File: config.mk
export PLATFORM = sky130hd
export DESIGN_NAME = i2c_target_regs
export DESIGN_NICKNAME = d
export VERILOG_FILES = /design/src/rtl/i2c_pkg.sv /design/src/rtl/i2c_line_filter.sv /design/src/rtl/i2c_target_regs.sv
export SDC_FILE = /design/constraint.sdc
export NUM_CORES = 1
export LEC_CHECK = 0
export ABC_CLOCK_PERIOD_IN_PS = 4700
export CORE_ASPECT_RATIO = 0.7
export CORE_UTILIZATION = 50
export CTS_BUF_LIST = sky130_fd_sc_hd__clkbuf_8
export DETAILED_ROUTE_END_ITERATION = 7
export HOLD_SLACK_MARGIN = 0.03
export PLACE_DENSITY = 0.66
export SLEW_MARGIN = 20
export SYNTH_ARGS = -nofsm -noshare
export SYNTH_HDL_FRONTEND = slang
export SYNTH_SLANG_ARGS = --single-unit
File: constraint.sdc
create_clock -name clk50 -period 4.7 [get_ports clk50]
set_input_delay 0.94 -clock clk50 [delete_from_list [all_inputs] [get_ports clk50]]
set_output_delay 0.94 -clock clk50 [all_outputs]
set_load 0.03 [all_outputs]
File: src/rtl/i2c_pkg.sv
// Shared types and constants for the I2C register target.
//   i2c_state_t : bus-side FSM states
//   I2C_WR/RD   : value of the R/W bit in the address byte
//   I2C_ACK/NACK: SDA level in the ninth clock
package i2c_pkg;

  typedef enum logic [3:0] {
    StIdle,
    StAddr,
    StAddrAck,
    StPtr,
    StPtrAck,
    StWdata,
    StWdataAck,
    StRdata,
    StRdataAck,
    StIgnore
  } i2c_state_t;

  localparam logic I2C_WR   = 1'b0;
  localparam logic I2C_RD   = 1'b1;
  localparam logic I2C_ACK  = 1'b0;
  localparam logic I2C_NACK = 1'b1;

  localparam int unsigned TimeoutW = 20;

endpackage

File: src/rtl/i2c_line_filter.sv
// Conditions one raw I2C pad level: 2-FF synchronizer followed by a stability
// filter that accepts a new level only after it has been seen FILT_LEN
// consecutive cycles. Level resets to 1 (idle bus).
//   clk50, rst_n : clock, async active-low reset
//   raw          : raw pad level
//   level        : filtered level
//   rise, fall   : one-cycle pulses on filtered edges
module i2c_line_filter #(
  parameter int unsigned FILT_LEN = 4
) (
  input  logic clk50,
  input  logic rst_n,
  input  logic raw,
  output logic level,
  output logic rise,
  output logic fall
);

  localparam int unsigned CntW = $clog2(FILT_LEN + 1);

  logic [1:0]      sync_q;
  logic [CntW-1:0] cnt_q;
  logic            level_q;
  logic            prev_q;

  always_ff @(posedge clk50 or negedge rst_n) begin
    if (!rst_n) begin
      sync_q  <= 2'b11;
      cnt_q   <= '0;
      level_q <= 1'b1;
      prev_q  <= 1'b1;
    end else begin
      sync_q <= {sync_q[0], raw};
      prev_q <= level_q;
      // Count consecutive cycles the synchronized value disagrees with the
      // accepted level; any agreement restarts the count.
      if (sync_q[1] != level_q) begin
        if (cnt_q == CntW'(FILT_LEN - 1)) begin
          level_q <= sync_q[1];
          cnt_q   <= '0;
        end else begin
          cnt_q <= cnt_q + CntW'(1);
        end
      end else begin
        cnt_q <= '0;
      end
    end
  end

  assign level = level_q;
  assign rise  = level_q & ~prev_q;
  assign fall  = ~level_q & prev_q;

endmodule

File: src/rtl/i2c_target_regs.sv
// I2C target exposing an 8-bit register file at address DEV_ADDR.
// Write: S addr+W, ptr, data... P. Read: S addr+R (or Sr after ptr), data...
// Register index is ptr mod NUM_REGS; ptr auto-increments (8-bit wrap).
// Optional macro I2C_TARGET_TIMEOUT_EN: 2^20-1 cycles without an SCL edge
// while busy forces the target back to idle and releases SDA.
//   clk50, rst_n : clock, async active-low reset
//   scl_i, sda_i : raw pad levels
//   sda_oe       : 1 = pull SDA low
//   wr_stb/wr_addr/wr_data : one-cycle write notification
//   rd_addr/rd_data        : combinational user readback
//   busy         : high from START to STOP
module i2c_target_regs
  import i2c_pkg::*;
#(
  parameter logic [6:0]  DEV_ADDR = 7'h68,
  parameter int unsigned NUM_REGS = 16,
  parameter int unsigned FILT_LEN = 4
) (
  input  logic       clk50,
  input  logic       rst_n,
  input  logic       scl_i,
  input  logic       sda_i,
  output logic       sda_oe,
  output logic       wr_stb,
  output logic [7:0] wr_addr,
  output logic [7:0] wr_data,
  input  logic [7:0] rd_addr,
  output logic [7:0] rd_data,
  output logic       busy
);

  localparam int unsigned IdxW = $clog2(NUM_REGS);

  logic scl, scl_rise, scl_fall;
  logic sda, sda_rise, sda_fall;

  i2c_line_filter #(.FILT_LEN(FILT_LEN)) u_scl_filt (
    .clk50(clk50), .rst_n(rst_n), .raw(scl_i),
    .level(scl), .rise(scl_rise), .fall(scl_fall)
  );

  i2c_line_filter #(.FILT_LEN(FILT_LEN)) u_sda_filt (
    .clk50(clk50), .rst_n(rst_n), .raw(sda_i),
    .level(sda), .rise(sda_rise), .fall(sda_fall)
  );

  logic start_cond, stop_cond;
  assign start_cond = sda_fall & scl;
  assign stop_cond  = sda_rise & scl;

  i2c_state_t     state_q;
  logic [2:0]     bit_cnt_q;
  logic [6:0]     shift_q;   // only 7 bits: the MSB goes straight onto sda_oe
  logic [7:0]     ptr_q;
  logic           rw_q;
  logic           ack_clk_q; // ninth SCL rising edge already seen
  logic           mack_q;    // master acknowledged the last read byte
  logic [7:0]     regs_q [NUM_REGS];

  logic [7:0]      rx_byte;
  logic [IdxW-1:0] ptr_idx;
  assign rx_byte = {shift_q, sda};
  assign ptr_idx = ptr_q[IdxW-1:0];

  logic timeout;
`ifdef I2C_TARGET_TIMEOUT_EN
  logic [TimeoutW-1:0] to_cnt_q;
  assign timeout = &to_cnt_q;

  always_ff @(posedge clk50 or negedge rst_n) begin
    if (!rst_n) begin
      to_cnt_q <= '0;
    end else if (!busy || scl_rise || scl_fall) begin
      to_cnt_q <= '0;
    end else if (!timeout) begin
      to_cnt_q <= to_cnt_q + TimeoutW'(1);
    end
  end
`else
  assign timeout = 1'b0;
`endif

  always_ff @(posedge clk50 or negedge rst_n) begin
    if (!rst_n) begin
      state_q   <= StIdle;
      bit_cnt_q <= '0;
      shift_q   <= '0;
      ptr_q     <= '0;
      rw_q      <= I2C_WR;
      ack_clk_q <= 1'b0;
      mack_q    <= 1'b0;
      sda_oe    <= 1'b0;
      wr_stb    <= 1'b0;
      wr_addr   <= '0;
      wr_data   <= '0;
      busy      <= 1'b0;
      for (int i = 0; i < NUM_REGS; i++) regs_q[i] <= '0;
    end else begin
      wr_stb <= 1'b0;
      if (timeout) begin
        state_q <= StIdle;
        sda_oe  <= 1'b0;
        busy    <= 1'b0;
      end else if (start_cond) begin
        state_q   <= StAddr;
        bit_cnt_q <= '0;
        sda_oe    <= 1'b0;
        busy      <= 1'b1;
      end else if (stop_cond) begin
        state_q <= StIdle;
        sda_oe  <= 1'b0;
        busy    <= 1'b0;
      end else begin
        case (state_q)
          StAddr, StPtr, StWdata: begin
            if (scl_rise) begin
              shift_q   <= rx_byte[6:0];
              bit_cnt_q <= bit_cnt_q + 3'd1;
              if (bit_cnt_q == 3'd7) begin
                ack_clk_q <= 1'b0;
                if (state_q == StAddr) begin
                  rw_q    <= sda;
                  state_q <= (rx_byte[7:1] == DEV_ADDR) ? StAddrAck : StIgnore;
                end else if (state_q == StPtr) begin
                  ptr_q   <= rx_byte;
                  state_q <= StPtrAck;
                end else begin
                  regs_q[ptr_idx] <= rx_byte;
                  wr_stb          <= 1'b1;
                  wr_addr         <= ptr_q;
                  wr_data         <= rx_byte;
                  ptr_q           <= ptr_q + 8'd1;
                  state_q         <= StWdataAck;
                end
              end
            end
          end
          StAddrAck, StPtrAck, StWdataAck: begin
            if (scl_rise) ack_clk_q <= 1'b1;
            if (scl_fall) begin
              if (!ack_clk_q) begin
                // Falling edge that ends bit 8: start driving ACK.
                sda_oe <= 1'b1;
              end else begin
                bit_cnt_q <= '0;
                if (state_q == StAddrAck && rw_q == I2C_RD) begin
                  state_q <= StRdata;
                  shift_q <= regs_q[ptr_idx][6:0];
                  sda_oe  <= ~regs_q[ptr_idx][7];
                end else begin
                  sda_oe  <= 1'b0;
                  state_q <= (state_q == StAddrAck) ? StPtr : StWdata;
                end
              end
            end
          end
          StRdata: begin
            if (scl_rise) begin
              bit_cnt_q <= bit_cnt_q + 3'd1;
              if (bit_cnt_q == 3'd7) begin
                ack_clk_q <= 1'b0;
                state_q   <= StRdataAck;
              end
            end
            if (scl_fall) begin
              sda_oe  <= ~shift_q[6];
              shift_q <= {shift_q[5:0], 1'b0};
            end
          end
          StRdataAck: begin
            if (scl_rise) begin
              ack_clk_q <= 1'b1;
              mack_q    <= (sda == I2C_ACK);
              if (sda == I2C_ACK) ptr_q <= ptr_q + 8'd1;
            end
            if (scl_fall) begin
              if (!ack_clk_q) begin
                sda_oe <= 1'b0; // release for the master's ACK bit
              end else if (mack_q) begin
                state_q   <= StRdata;
                bit_cnt_q <= '0;
                shift_q   <= regs_q[ptr_idx][6:0];
                sda_oe    <= ~regs_q[ptr_idx][7];
              end else begin
                state_q <= StIgnore;
                sda_oe  <= 1'b0;
              end
            end
          end
          default: ;
        endcase
      end
    end
  end

  assign rd_data = regs_q[rd_addr[IdxW-1:0]];

  if (IdxW < 8) begin : g_unused_rd
    logic unused_rd_addr;
    assign unused_rd_addr = ^rd_addr[7:IdxW];
  end

endmodule

Word-level counts from Yosys, hierarchy flattened
Cells that the tools add are included.

Eq/ne operators: 45. Order comparisons: 3. Shift operators: 0. Muxes and demuxes: 78. Multipliers: 0. Bitwise gates (word level): 18. Div/mod/pow operators: 0. Add/subtract/negate cells: 4. Reduce and logical (&&, ||, !) cells: 24.

Operator list (number): 128-bit bitwise mux (1); 8-bit 2-to-1 mux (11); 8-bit binary-select mux with 4-bit select (2); 7-bit 2-to-1 mux (8); 4-bit 2-to-1 mux (13); 3-bit 2-to-1 mux (14); 4-bit inequality test, second input constant (9); 8-bit demux with 4-bit select (1); 7-bit one-hot mux with 4 select lines (1); 2-bit inequality test, second input constant (13); 1-bit 2-to-1 mux (21); 4-bit by 3-bit equality test with 1-bit output, second input constant (4); 4-bit one-hot mux with 4 select lines (1); 8-bit one-hot mux with 2 select lines (1); 8-bit AND reduction (2); 3-bit inequality test, second input constant (5); 6-bit AND reduction (2); 11-bit AND reduction (1); 5-bit greater-or-equal comparator, second input constant (2); 1-bit NOT (10); 4-bit NOT with 5-bit output (2); 3-bit by 1-bit adder with 3-bit output, second input constant (3); 3-bit one-hot mux with 3 select lines (1); 9-bit AND reduction (1); 25 further kinds (43).

Register bits after elaboration: 186. Output and inout port bits: 27. Memories: 0. Bits in writable memories: 0. Latch bits: 0. Memory bits (read-only): 0.

Depth between registers and ports, before layout
Gate-level depths: netlist of the first run.

Depth after elaboration: 11. Gate-level depth with buffers: 9. Depth with buffers taken out: 7.

Cells and area by module
From an unflattened synthesis of the first run, not the netlist that was laid out.

Cells, all modules: 739. Area total of the unflattened synthesis: 10059.6 sq um.

Modules (own cells, without submodules): i2c_target_regs (times used 1, seq. area each 4304.1 sq um, area an instance 9529.1 sq um, cells each 707); i2c_line_filter (times used 2, seq. area each 180.2 sq um, area an instance 265.3 sq um, cells each 16).

Least setup slack after synthesis of the first run
Ideal clock, no wire load.

Kind: input to output. From: input rd_addr[0]. To: output rd_data[0]. Slack: 1.202 ns. Arrival time: 2.558 ns. Stages on the path: 4. Path through: clkbuf_1 > buf_2 > mux4_2 > mux4_2.

Longest elaborated chain between the ends: 4.

Ends and longest elaborated chain: start, declared (line i2c_target_regs.sv:27) `input logic [7:0] rd_addr,`; 4-bit NOT with 5-bit output (not written as such) (line i2c_target_regs.sv:196) `assign rd_data = regs_q[rd_addr[IdxW-1:0]];`; 8-bit binary-select mux with 4-bit select (line i2c_target_regs.sv:196); 8-bit 2-to-1 mux (not written as such) (2 in a row) (line i2c_target_regs.sv:196); end, declared (line i2c_target_regs.sv:28) `output logic [7:0] rd_data,`.

Every way passes these cells. The select of a mux whose other input is x is not followed.

Final worst setup path of the first run
From: input rd_addr[1]. To: output rd_data[5].

Same word-level chain as after synthesis.

==> implementation parameters, run 1 <==
Parameter                              Value

Outcome
  Outcome ... complete, no violations

Finish
  Count of filler cells inserted in the layout ... roughly 1.6k
  Fraction of layout cells with a size suffix above 1 ... 34.99%
  Summed area of non-filler cells in the final layout ... around 0.011 mm2
  Antenna Cells ... 0
  Utilization after layout ... 56.68%
  Count of nets after finishing ... 790
  Most common cell after layout, fill and taps aside ... sky130_fd_sc_hd__dfrtp_1
  Leading cell types in the layout, fill and taps excluded ... sky130_fd_sc_hd__dfrtp_1, sky130_fd_sc_hd__mux2_2, sky130_fd_sc_hd__mux2i_1
  Layout Area Growth over Synthesis ... 9.641%
  Area of the multi-input gates ... about 0.0049 mm2
  FF/Latch Area ... around 0.0047 mm2

STA
  Final number of hold-violating endpoints ... 0
  Highest clock frequency the design can meet ... around 0.24 GHz
  Clock period minus worst slack ... approximately 4.2 ns
  Setup repair after global routing missed its margin ... false
  Setup_tns ... 0 ns
  Relative max-transition margin ... about 23%
  Post-route clock skew ... around 0.018 ns
  Transition time at the pin with the least slew margin ... about 1.2 ns
  Final period utilization ... 88.76%
  # setup viols final ... 0
  Max-slew violation count ... 0

GRT
  Vias in the first global route ... between 6k and 7k
  First-pass GRT wire length ... approximately 40000 um
  Number of antenna violations at the first check in global routing ... 0
  Gr ovfl total ... 0
  Maximum number of pins on one net before global-route repair ... 101
  Overall global routing resource usage ... 26.89%

Drt
  Routed via count divided by cell count ... between 6 and 7
  1st-iter DRT viols ... 575
  Detail Route Antenna Nets ... 0
  Total number of vias ... slightly below 7k
  Pre-Repair DR Iteration Count ... 5
  Average wire length per cell after detail routing ... 24.47 um
  DRC violations left ... 0
  Total Routed Length ... between 20000 and 30000 um

Floorplan
  Die Height ... about 120 um
  Area of the die ... between 0.02 and 0.025 mm2
  Core box area ... ~0.019 mm2
  Starting density of the core ... between 50% and 60%
  Width of the chip ... 170.1 um
  I/O pin count ... 39
  Cell row count ... 42

Critical path
  CP startpoint ... rd_addr[1]
  Worst Reg2Reg Path Length in Cells ... 6
  Critical Path End Type ... output pin
  Origin of the critical flop-to-flop path ... state_q[0]
  CP max FO ... 32
  Crit path DAT ... around 3.2 ns
  CP Class ... input pin to output pin
  Critical path launch point type ... input pin
  Required @ worst endpoint ... between 3 and 4 ns

Place
  Placer congestion estimate ... 0.9244
  Count of port buffers added during placement ... 34
  Placed Area ... 0.01043 mm2
  Final HPWL from detailed placement ... 16900 um

Clock network
  Sink Count ... approximately 190
  Clock tree from TritonCTS ... yes
  Number of levels in the clock H-tree ... 4
  Count of instances resized after the clock tree is built ... 0
  Number of buffers added by the clock tree synthesis step ... 17
  Root buffer cell ... sky130_fd_sc_hd__clkbuf_8
  CTS Hold Bufs ... 0
  Clock latency on the worst-skew pair ... 0.47 ns
  Number of buffers between clock root and the deepest sink ... 2
  Buffer count from post-CTS setup fixing ... 0
  Clock-pin slew of the registers on the worst-case setup and hold paths ... roughly 0.10 ns

Pwr
  Power Dens Cells ... roughly 330 mW/mm2
  Leakage power summed over all cells ... about 4.7 nW
  Largest voltage drop on the vdd net ... 0.0001960 V

Flow run
  Maxcap violations ... 0

Synthesis
  Post-synth design cell area ... a little under 0.01 mm2
  Number of enable flip-flop cells after synthesis ... 0
  Sequential area share after synthesis ... a little under half
  Synthesis Warnings ... 0
  Distinct cells, synth ... 64
  Register bit total from synthesis ... 186
  Synthesized area per cell ... roughly 13 um2
  Post-synthesis cell count ... ~760
  Number of nets produced by synthesis ... 783
  Share of synthesized registers carrying an async set or reset ... 100.0%
  Most used flip-flop cell after synthesis ... sky130_fd_sc_hd__dfrtp_1

Worst hold path
  Cell count of the worst hold path ... 0
  Hold Crit Class ... register to register
  Hold Startpoint ... u_sda_filt.sync_q[0]
area by class of cell:
| class | count | area share (%) |
|---|---|---|
| inverter | 11 | 0.3808 |
| clock inverter | 14 | 1.258 |
| timing repair buffer | 46 | 4.397 |
| multi-input combinational | 508 | 45.57 |
| sequential | 186 | 43.06 |
| tap | 264 | 3.047 |
| clock buffer | 18 | 2.285 |
worst max-delay path: stages:
cell	delay, ns
sky130_fd_sc_hd__clkdlybuf4s50_1	0.52
sky130_fd_sc_hd__buf_12	0.25
sky130_fd_sc_hd__mux4_2	0.39
sky130_fd_sc_hd__mux4_2	0.50
sky130_fd_sc_hd__clkdlybuf4s50_1	0.61
cells in the mapped netlist, types with 10 or more instances:
cell | count | area (um2)
sky130_fd_sc_hd__mux2i_1 | 60 | 600.6
sky130_fd_sc_hd__buf_2 | 13 | 65.06
sky130_fd_sc_hd__nor2b_1 | 10 | 62.56
sky130_fd_sc_hd__nand2_1 | 26 | 97.59
sky130_fd_sc_hd__nor2_2 | 12 | 75.07
sky130_fd_sc_hd__o21ai_0 | 11 | 55.05
sky130_fd_sc_hd__a22oi_1 | 27 | 202.7
sky130_fd_sc_hd__mux2_2 | 154 | 1734
sky130_fd_sc_hd__nor2_1 | 18 | 67.56
sky130_fd_sc_hd__clkbuf_1 | 37 | 138.9
sky130_fd_sc_hd__a21oi_1 | 20 | 100.1
sky130_fd_sc_hd__dfrtp_1 | 178 | 4454
sky130_fd_sc_hd__nor3_1 | 11 | 55.05
sky130_fd_sc_hd__nand3_1 | 21 | 105.1
sky130_fd_sc_hd__mux4_2 | 44 | 991.0
sky130_fd_sc_hd__inv_1 | 11 | 41.29
sequential cells by signal (all words and copies together) (netlist names):
signal / flops
busy: 1
ptr_q: 8
shift_q: 7
u_sda_filt.level: 1
mack_q: 1
u_scl_filt.level: 1
ack_clk_q: 1
u_sda_filt.cnt_q: 3
u_scl_filt.prev_q: 1
wr_stb: 1
regs_q: 128
u_sda_filt.sync_q: 2
state_q: 4
u_sda_filt.prev_q: 1
u_scl_filt.cnt_q: 3
rw_q: 1
wr_addr: 8
bit_cnt_q: 3
u_scl_filt.sync_q: 2
sda_oe: 1
wr_data: 8
metrics by stage:
stage          power (mW)  hold slack [ns]  setup slack [ns]  instances
3_5_place_dp        2.491           0.3509            0.5519       1014
3_3_place_gp        2.458           0.3467            0.5478       1014
2_1_floorplan       2.236           0.3452             1.202        763
4_1_cts             3.553           0.3555            0.5396       1046
6_report            3.547           0.3573            0.5282       1047
5_1_grt             3.708           0.3509            0.4956       1047
cell families (layout without fill, tap and decap cells):
family | Yosys count | after routing | synth area share, %
multiplexers | 258 | 258 | 33.63
flip-flops | 186 | 186 | 47.17
AND/OR/NAND/NOR | 139 | 139 | 7.921
AO/OA/AOI/OAI | 100 | 100 | 7.099
buffers and inverters | 69 | 89 | 2.898
adder cells (fa/ha/maj) | 8 | 8 | 1.012
XOR/XNOR | 3 | 3 | 0.2658
power breakdown:
part | internal, mW | switching (mW)
clock network | 0.446 | 0.621
registers | 1.68 | 0.263
logic | 0.218 | 0.314
metal layers:
metal	wire, um	up-vias	track usage [%]
met5	0	-	0
met4	444	0	7.714
met3	2242	28	8.707
met2	11060	263	38.04
met1	11870	3567	39.34
li1	-	2887	-
final timing paths:
| path | endpoint | slack [ns] |
|---|---|---|
| max in group asynchronous | regs_q[36] | 3.12 |
| worst max register to register | regs_q[38] | 1.57 |
| worst max-delay path | rd_data[5] | 0.53 |
| min in group asynchronous | wr_addr[5] | 0.57 |
| worst min-delay path | u_sda_filt.sync_q[1] | 0.36 |
| worst min register to register | u_sda_filt.sync_q[1] | 0.36 |
Power figures use the tool's default switching activity.
==> inputs of run 2 (changes only) <==
Settings changed: ABC_CLOCK_PERIOD_IN_PS 4700 to 5400, CORE_UTILIZATION 50 to 45, HOLD_SLACK_MARGIN 0.03 to 0.02, PLACE_DENSITY 0.66 to 0.6.
Clock period 4.7 ns to 5.4 ns, I/O delays scaled along.
==> implementation parameters, run 2 (synthesized netlist as in run 1, its figures left out) <==
Parameter                              Value

Outcome
  Outcome ... finished with violations
  Violated checks ... design-rule violations

GRT
  Maximum number of pins on one net before global-route repair ... 128 (+27%)
  Vias in the first global route ... 6539 (-4.4%)
  Number of antenna violations at the first check in global routing ... 0 (unchanged)
  First-pass GRT wire length ... 40170 um (-0.70%)
  Overall global routing resource usage ... 24.25% (-2.6 points)
  Gr ovfl total ... 0 (unchanged)

Drt
  Total number of vias ... 6691 (-0.80%)
  Detail Route Antenna Nets ... 0 (unchanged)
  Total Routed Length ... 25820 um (+0.77%)
  Average wire length per cell after detail routing ... 24.40 um (-0.28%)
  DRC violations left ... 9 (+9)
  Routed via count divided by cell count ... 6.324 (-1.8%)
  Pre-Repair DR Iteration Count ... 7 (+2)
  1st-iter DRT viols ... 630 (+9.6%)

Finish
  Largest reg by FF count ... regs_q
  Count of nets after finishing ... 789 (-0.13%)
  Leading cell types in the layout, fill and taps excluded ... sky130_fd_sc_hd__dfrtp_1, sky130_fd_sc_hd__mux2_2, sky130_fd_sc_hd__mux2i_1
  Most common cell after layout, fill and taps aside ... sky130_fd_sc_hd__dfrtp_1
  Antenna Cells ... 0 (unchanged)
  Post-route insts no fill ... 1058 (+1.1%)
  Flip-flop count of the largest register after layout ... 128 (unchanged)
  Fraction of layout cells with a size suffix above 1 ... 34.53% (-0.47 points)
  Layout Area Growth over Synthesis ... 9.326%
  Summed area of non-filler cells in the final layout ... 0.01081 mm2 (-0.29%)
  Utilization after layout ... 51.14% (-5.5 points)

Flow run
  Maxcap violations ... 0 (unchanged)

Clock network
  Root buffer cell ... sky130_fd_sc_hd__clkbuf_8
  Number of buffers between clock root and the deepest sink ... 2 (unchanged)
  Clock latency on the worst-skew pair ... 0.48 ns (about the same)
  Number of buffers added by the clock tree synthesis step ... 17 (unchanged)
  Count of instances resized after the clock tree is built ... 0 (unchanged)
  Number of levels in the clock H-tree ... 4 (unchanged)
  Clock-pin slew of the registers on the worst-case setup and hold paths ... 0.09 ns (about the same)
  Sink Count ... 186 (unchanged)
  CTS Hold Bufs ... 0 (unchanged)
  Buffer count from post-CTS setup fixing ... 0 (unchanged)
  Clock tree from TritonCTS ... yes

Floorplan
  Starting density of the core ... 46.77% (-4.9 points)
  Core box area ... 0.02114 mm2 (+11%)
  Width of the chip ... 179.2 um (+5.3%)
  Die Height ... 126.0 um (+5.3%)
  Cell row count ... 44 (+4.8%)
  I/O pin count ... 39 (unchanged)
  Area of the die ... 0.02258 mm2 (+11%)

Critical path
  Crit-path max cell delay ... 0.62 ns (about the same)
  Origin of the critical flop-to-flop path ... u_sda_filt.level
  CP max FO ... 32 (unchanged)
  Critical Path End Type ... output pin
  Cell with the biggest individual delay on the critical path ... sky130_fd_sc_hd__clkdlybuf4s50_1
  CP Class ... input pin to output pin
  Crit path DAT ... 3.59 ns (+0.36 ns)
  Ordered list of cells on the worst path ... clkdlybuf4s50_1 -> buf_4 -> mux4_2 -> mux4_2 -> clkdlybuf4s50_1
  Critical path launch point type ... input pin
  CP startpoint ... rd_addr[1]
  Cell family with the largest share of critical-path delay ... buffers and inverters
  Worst path bufs/invs ... 3 (unchanged)
  Required @ worst endpoint ... 4.32 ns (+0.56 ns)

STA
  Post-route clock skew ... 0.01742 ns (-0.0003323 ns)
  Max-slew violation count ... 0 (unchanged)
  Highest clock frequency the design can meet ... approximately 0.21 GHz
  Final period utilization ... 86.51%
  # setup viols final ... 0 (unchanged)
  Setup_tns ... 0 ns (unchanged)
  Relative max-transition margin ... 27.85% (+5.1 points)
  Clock period minus worst slack ... around 4.7 ns
  Transition time at the pin with the least slew margin ... 1.082 ns (-0.07571 ns)
  Final number of hold-violating endpoints ... 0 (unchanged)
  Setup repair after global routing missed its margin ... false

Worst hold path
  Hold Startpoint ... u_sda_filt.sync_q[0]
  Hold Crit Class ... register to register

Place
  Placed Area ... 0.01044 mm2 (+0.11%)
  Final HPWL from detailed placement ... 16800 um (-0.55%)
  Number of placed cells counting well taps ... 1026 (+1.2%)
  Placer congestion estimate ... 0.8938 (-3.3%)
  Count of port buffers added during placement ... 34 (unchanged)

Pwr
  Largest voltage drop on the vdd net ... 0.0001621 V (-17%)
  Leakage power summed over all cells ... 4.634 nW (-0.39%)
  Power Dens Cells ... 278.3 mW/mm2 (-15%)
==> run 2: final cells by class <==
cell class                      instances  area, um2
Clock buffer                           19      261.5
Clock inverter                         13      105.1
Inverter                               11      41.29
Timing Repair Buffer                   45      435.4
Tap cell                              276      345.3
Sequential cell                       186       4668
Multi-Input combinational cell        508       4954
Fill cell                            1804      10330
==> run 2: power breakdown <==
group | leakage (nW) | internal [mW] | total (mW) | switching, mW
clock | 0.192 | 0.384 | 0.884 | 0.500
sequential | 2.55 | 1.47 | 1.73 | 0.258
combinational | 1.89 | 0.175 | 0.399 | 0.224
==> run 2: through the flow <==
stage | hold WS, ns | power [mW] | setup WS, ns
global placement | 0.3464 | 2.119 | 0.7348
floorplan | 0.3452 | 1.946 | 1.622
detailed placement | 0.3479 | 2.142 | 0.7464
global route | 0.3514 | 3.151 | 0.6905
finish | 0.3480 | 3.009 | 0.7285
CTS | 0.3502 | 3.028 | 0.7396
==> run 2: layer usage <==
metal	GRT usage, %	up-vias	part of all wire, %
li1	-	2883	-
met1	37.97	3512	49
met2	32.66	264	42
met3	6.431	32	8.1
met4	6.673	0	1.4
met5	0	-	0
==> run 2: worst paths after layout <==
| check | depth (start not counted) | slack [ns] | end |
|---|---|---|---|
| max in group asynchronous | 2 | 3.70 | regs_q[10] |
| min in group asynchronous | 1 | 0.71 | wr_addr[5] |
| min | 0 | 0.35 | u_sda_filt.sync_q[1] |
| min reg2reg | 0 | 0.35 | u_sda_filt.sync_q[1] |
| max reg2reg | 5 | 1.51 | regs_q[35] |
| max | 5 | 0.73 | rd_data[6] |
==> inputs of run 3 (changes only) <==
Settings changed: GPL_TIMING_DRIVEN from default to 0, SKIP_CTS_REPAIR_TIMING from default to 1.
==> implementation parameters, run 3 (synthesized netlist as in run 1, its figures left out) <==
Parameter                              Value

STA
  Relative max-transition margin ... 36.59% (+8.7 points)
  # setup viols final ... 0 (unchanged)
  Max-slew violation count ... 0 (unchanged)
  Clock period minus worst slack ... 5.148 ns (+0.4769 ns)
  Final number of hold-violating endpoints ... 0 (unchanged)
  Setup repair after global routing missed its margin ... false
  Highest clock frequency the design can meet ... 0.1942 GHz (-9.3%)
  Transition time at the pin with the least slew margin ... 0.9454 ns (-0.1368 ns)
  Final period utilization ... 95.34% (+8.8 points)
  Smallest setup slack after layout ... 0.2515 ns (-0.4769 ns)
  WHS ... 0.3604 ns (+0.01238 ns)
  Post-route clock skew ... 0.01759 ns (+0.0001741 ns)
  Setup_tns ... 0 ns (unchanged)

Finish
  Largest reg by FF count ... regs_q
  Flip-flop count of the largest register after layout ... 128 (unchanged)
  Fraction of layout cells with a size suffix above 1 ... 32.89% (-1.6 points)
  Summed area of non-filler cells in the final layout ... 0.01097 mm2 (+1.5%)
  Post-route insts no fill ... 1103 (+4.3%)
  FF/Latch Area ... 0.004664 mm2 (about the same)
  Count of nets after finishing ... 834 (+5.7%)
  Count of filler cells inserted in the layout ... 1823 (+1.1%)
  Most common cell after layout, fill and taps aside ... sky130_fd_sc_hd__dfrtp_1
  Layout Area Growth over Synthesis ... 10.92%
  Antenna Cells ... 0 (unchanged)
  Utilization after layout ... 51.88% (+0.75 points)
  Area of the multi-input gates ... 0.004942 mm2 (-0.23%)
  Leading cell types in the layout, fill and taps excluded ... sky130_fd_sc_hd__dfrtp_1, sky130_fd_sc_hd__mux2_2, sky130_fd_sc_hd__mux2i_1

Place
  Placed Area ... 0.01058 mm2 (+1.3%)
  Number of placed cells counting well taps ... 1071 (+4.4%)
  Worst slack at placement ... 0.2978 ns (-0.4486 ns)
  Placer congestion estimate ... 0.8956 (+0.20%)
  Final HPWL from detailed placement ... 20670 um (+23%)
  Count of port buffers added during placement ... 31 (-8.8%)

Critical path
  CP Class ... input pin to output pin
  CP max FO ... 10 (-69%)
  Crit path DAT ... 4.07 ns (+0.48 ns)
  Critical Path End Type ... output pin
  Required @ worst endpoint ... 4.32 ns (about the same)
  Critical path launch point type ... input pin
  Worst Reg2Reg Path Length in Cells ... 6 (+1)

Clock network
  Number of levels in the clock H-tree ... 4 (unchanged)
  Number of buffers between clock root and the deepest sink ... 2 (unchanged)
  Root buffer cell ... sky130_fd_sc_hd__clkbuf_8
  Clock tree from TritonCTS ... yes
  Sink Count ... 186 (unchanged)
  Number of buffers added by the clock tree synthesis step ... 17 (unchanged)
  Clock latency on the worst-skew pair ... 0.48 ns (about the same)
  Clock-pin slew of the registers on the worst-case setup and hold paths ... 0.09 ns (about the same)

Drt
  1st-iter DRT viols ... 627 (-0.48%)
  Pre-Repair DR Iteration Count ... 8 (+1)
  Routed via count divided by cell count ... 6.321 (about the same)
  Detail Route Antenna Nets ... 0 (unchanged)
  Average wire length per cell after detail routing ... 25.88 um (+6.0%)
  Total number of vias ... 6972 (+4.2%)
  Total Routed Length ... 28540 um (+11%)
  DRC violations left ... 8 (-1)

Floorplan
  Area of the die ... 0.02258 mm2 (unchanged)
  Width of the chip ... 179.2 um (unchanged)
  Die Height ... 126.0 um (unchanged)
  Starting density of the core ... 46.77% (unchanged)
  I/O pin count ... 39 (unchanged)
  Cell row count ... 44 (unchanged)
  Core box area ... 0.02114 mm2 (unchanged)

Pwr
  Power consumption ... 3.137 mW (+4.3%)
  Largest voltage drop on the vdd net ... 0.0001874 V (+16%)
  Internal portion of total power ... 2.086 mW (+2.9%)
  Leakage power summed over all cells ... 4.712 nW (+1.7%)
  Clock group share of total power ... 29.8% (+0.4 points)
  Net switching fraction of the power ... 33.50% (+0.85 points)
  Sequential cell fraction of total power ... 48.4% (-9.0 points)
  Combinational Power Share ... 21.9% (+8.6 points)
  Total net switching power ... 1.051 mW (+7.0%)
  Power Dens Cells ... 286.0 mW/mm2 (+2.8%)

Worst hold path
  Cell count of the worst hold path ... 0 (unchanged)
  Hold Crit Class ... register to register

GRT
  Maximum number of pins on one net before global-route repair ... 98 (-23%)
  Overall global routing resource usage ... 27.21% (+3.0 points)
  Number of antenna violations at the first check in global routing ... 0 (unchanged)
  First-pass GRT wire length ... 44480 um (+11%)
  Gr ovfl total ... 0 (unchanged)
  Vias in the first global route ... 6970 (+6.6%)

Outcome
  Violated checks ... design-rule violations
  Outcome ... finished with violations

Flow run
  Maxcap violations ... 0 (unchanged)
-- run 3: final timing paths --
path / from / endpoint / slack, ns
hold / removal: u_sda_filt.sync_q[0] / u_sda_filt.sync_q[1] / 0.36
setup reg to reg: u_sda_filt.level / regs_q[109] / 2.52
max in group asynchronous: rst_n / u_sda_filt.sync_q[0] / 3.84
setup / recovery: rd_addr[1] / rd_data[0] / 0.25
hold reg to reg: u_sda_filt.sync_q[0] / u_sda_filt.sync_q[1] / 0.36
min in group asynchronous: rst_n / wr_addr[4] / 0.63
-- run 3: area by class of cell --
| cell class | instances | share of cell area [%] |
|---|---|---|
| Multi-Input combinational cell | 508 | 45.06 |
| Sequential cell | 186 | 42.53 |
| Tap cell | 276 | 3.149 |
| Timing Repair Buffer | 32 | 3.126 |
| Clock buffer | 21 | 2.635 |
| Buffer | 58 | 2.236 |
| Clock inverter | 11 | 0.8898 |
| Inverter | 11 | 0.3765 |
-- run 3: per-layer routing --
metal,up-vias,GRT usage (%),routed length [um]
met2,298,36.48,11770
li1,2978,-,-
met1,3677,43.25,13940
met5,-,0,0
met3,19,7.790,2575
met4,0,5.289,253
-- run 3: worst max-delay path, stage by stage --
cell                              delay [ns]
sky130_fd_sc_hd__clkdlybuf4s50_1        0.63
sky130_fd_sc_hd__clkbuf_1               0.75
sky130_fd_sc_hd__mux4_2                 0.48
sky130_fd_sc_hd__mux4_2                 0.49
sky130_fd_sc_hd__clkdlybuf4s50_1        0.64
-- run 3: power groups by stage --
stage	clock network (mW)	logic (mW)	registers, mW
4_1_cts	0.954	0.671	1.52
3_5_place_dp	0	0.667	1.55
6_report	0.933	0.686	1.52
5_1_grt	1.01	0.740	1.53
2_1_floorplan	0	0.410	1.54
3_3_place_gp	0	0.657	1.54
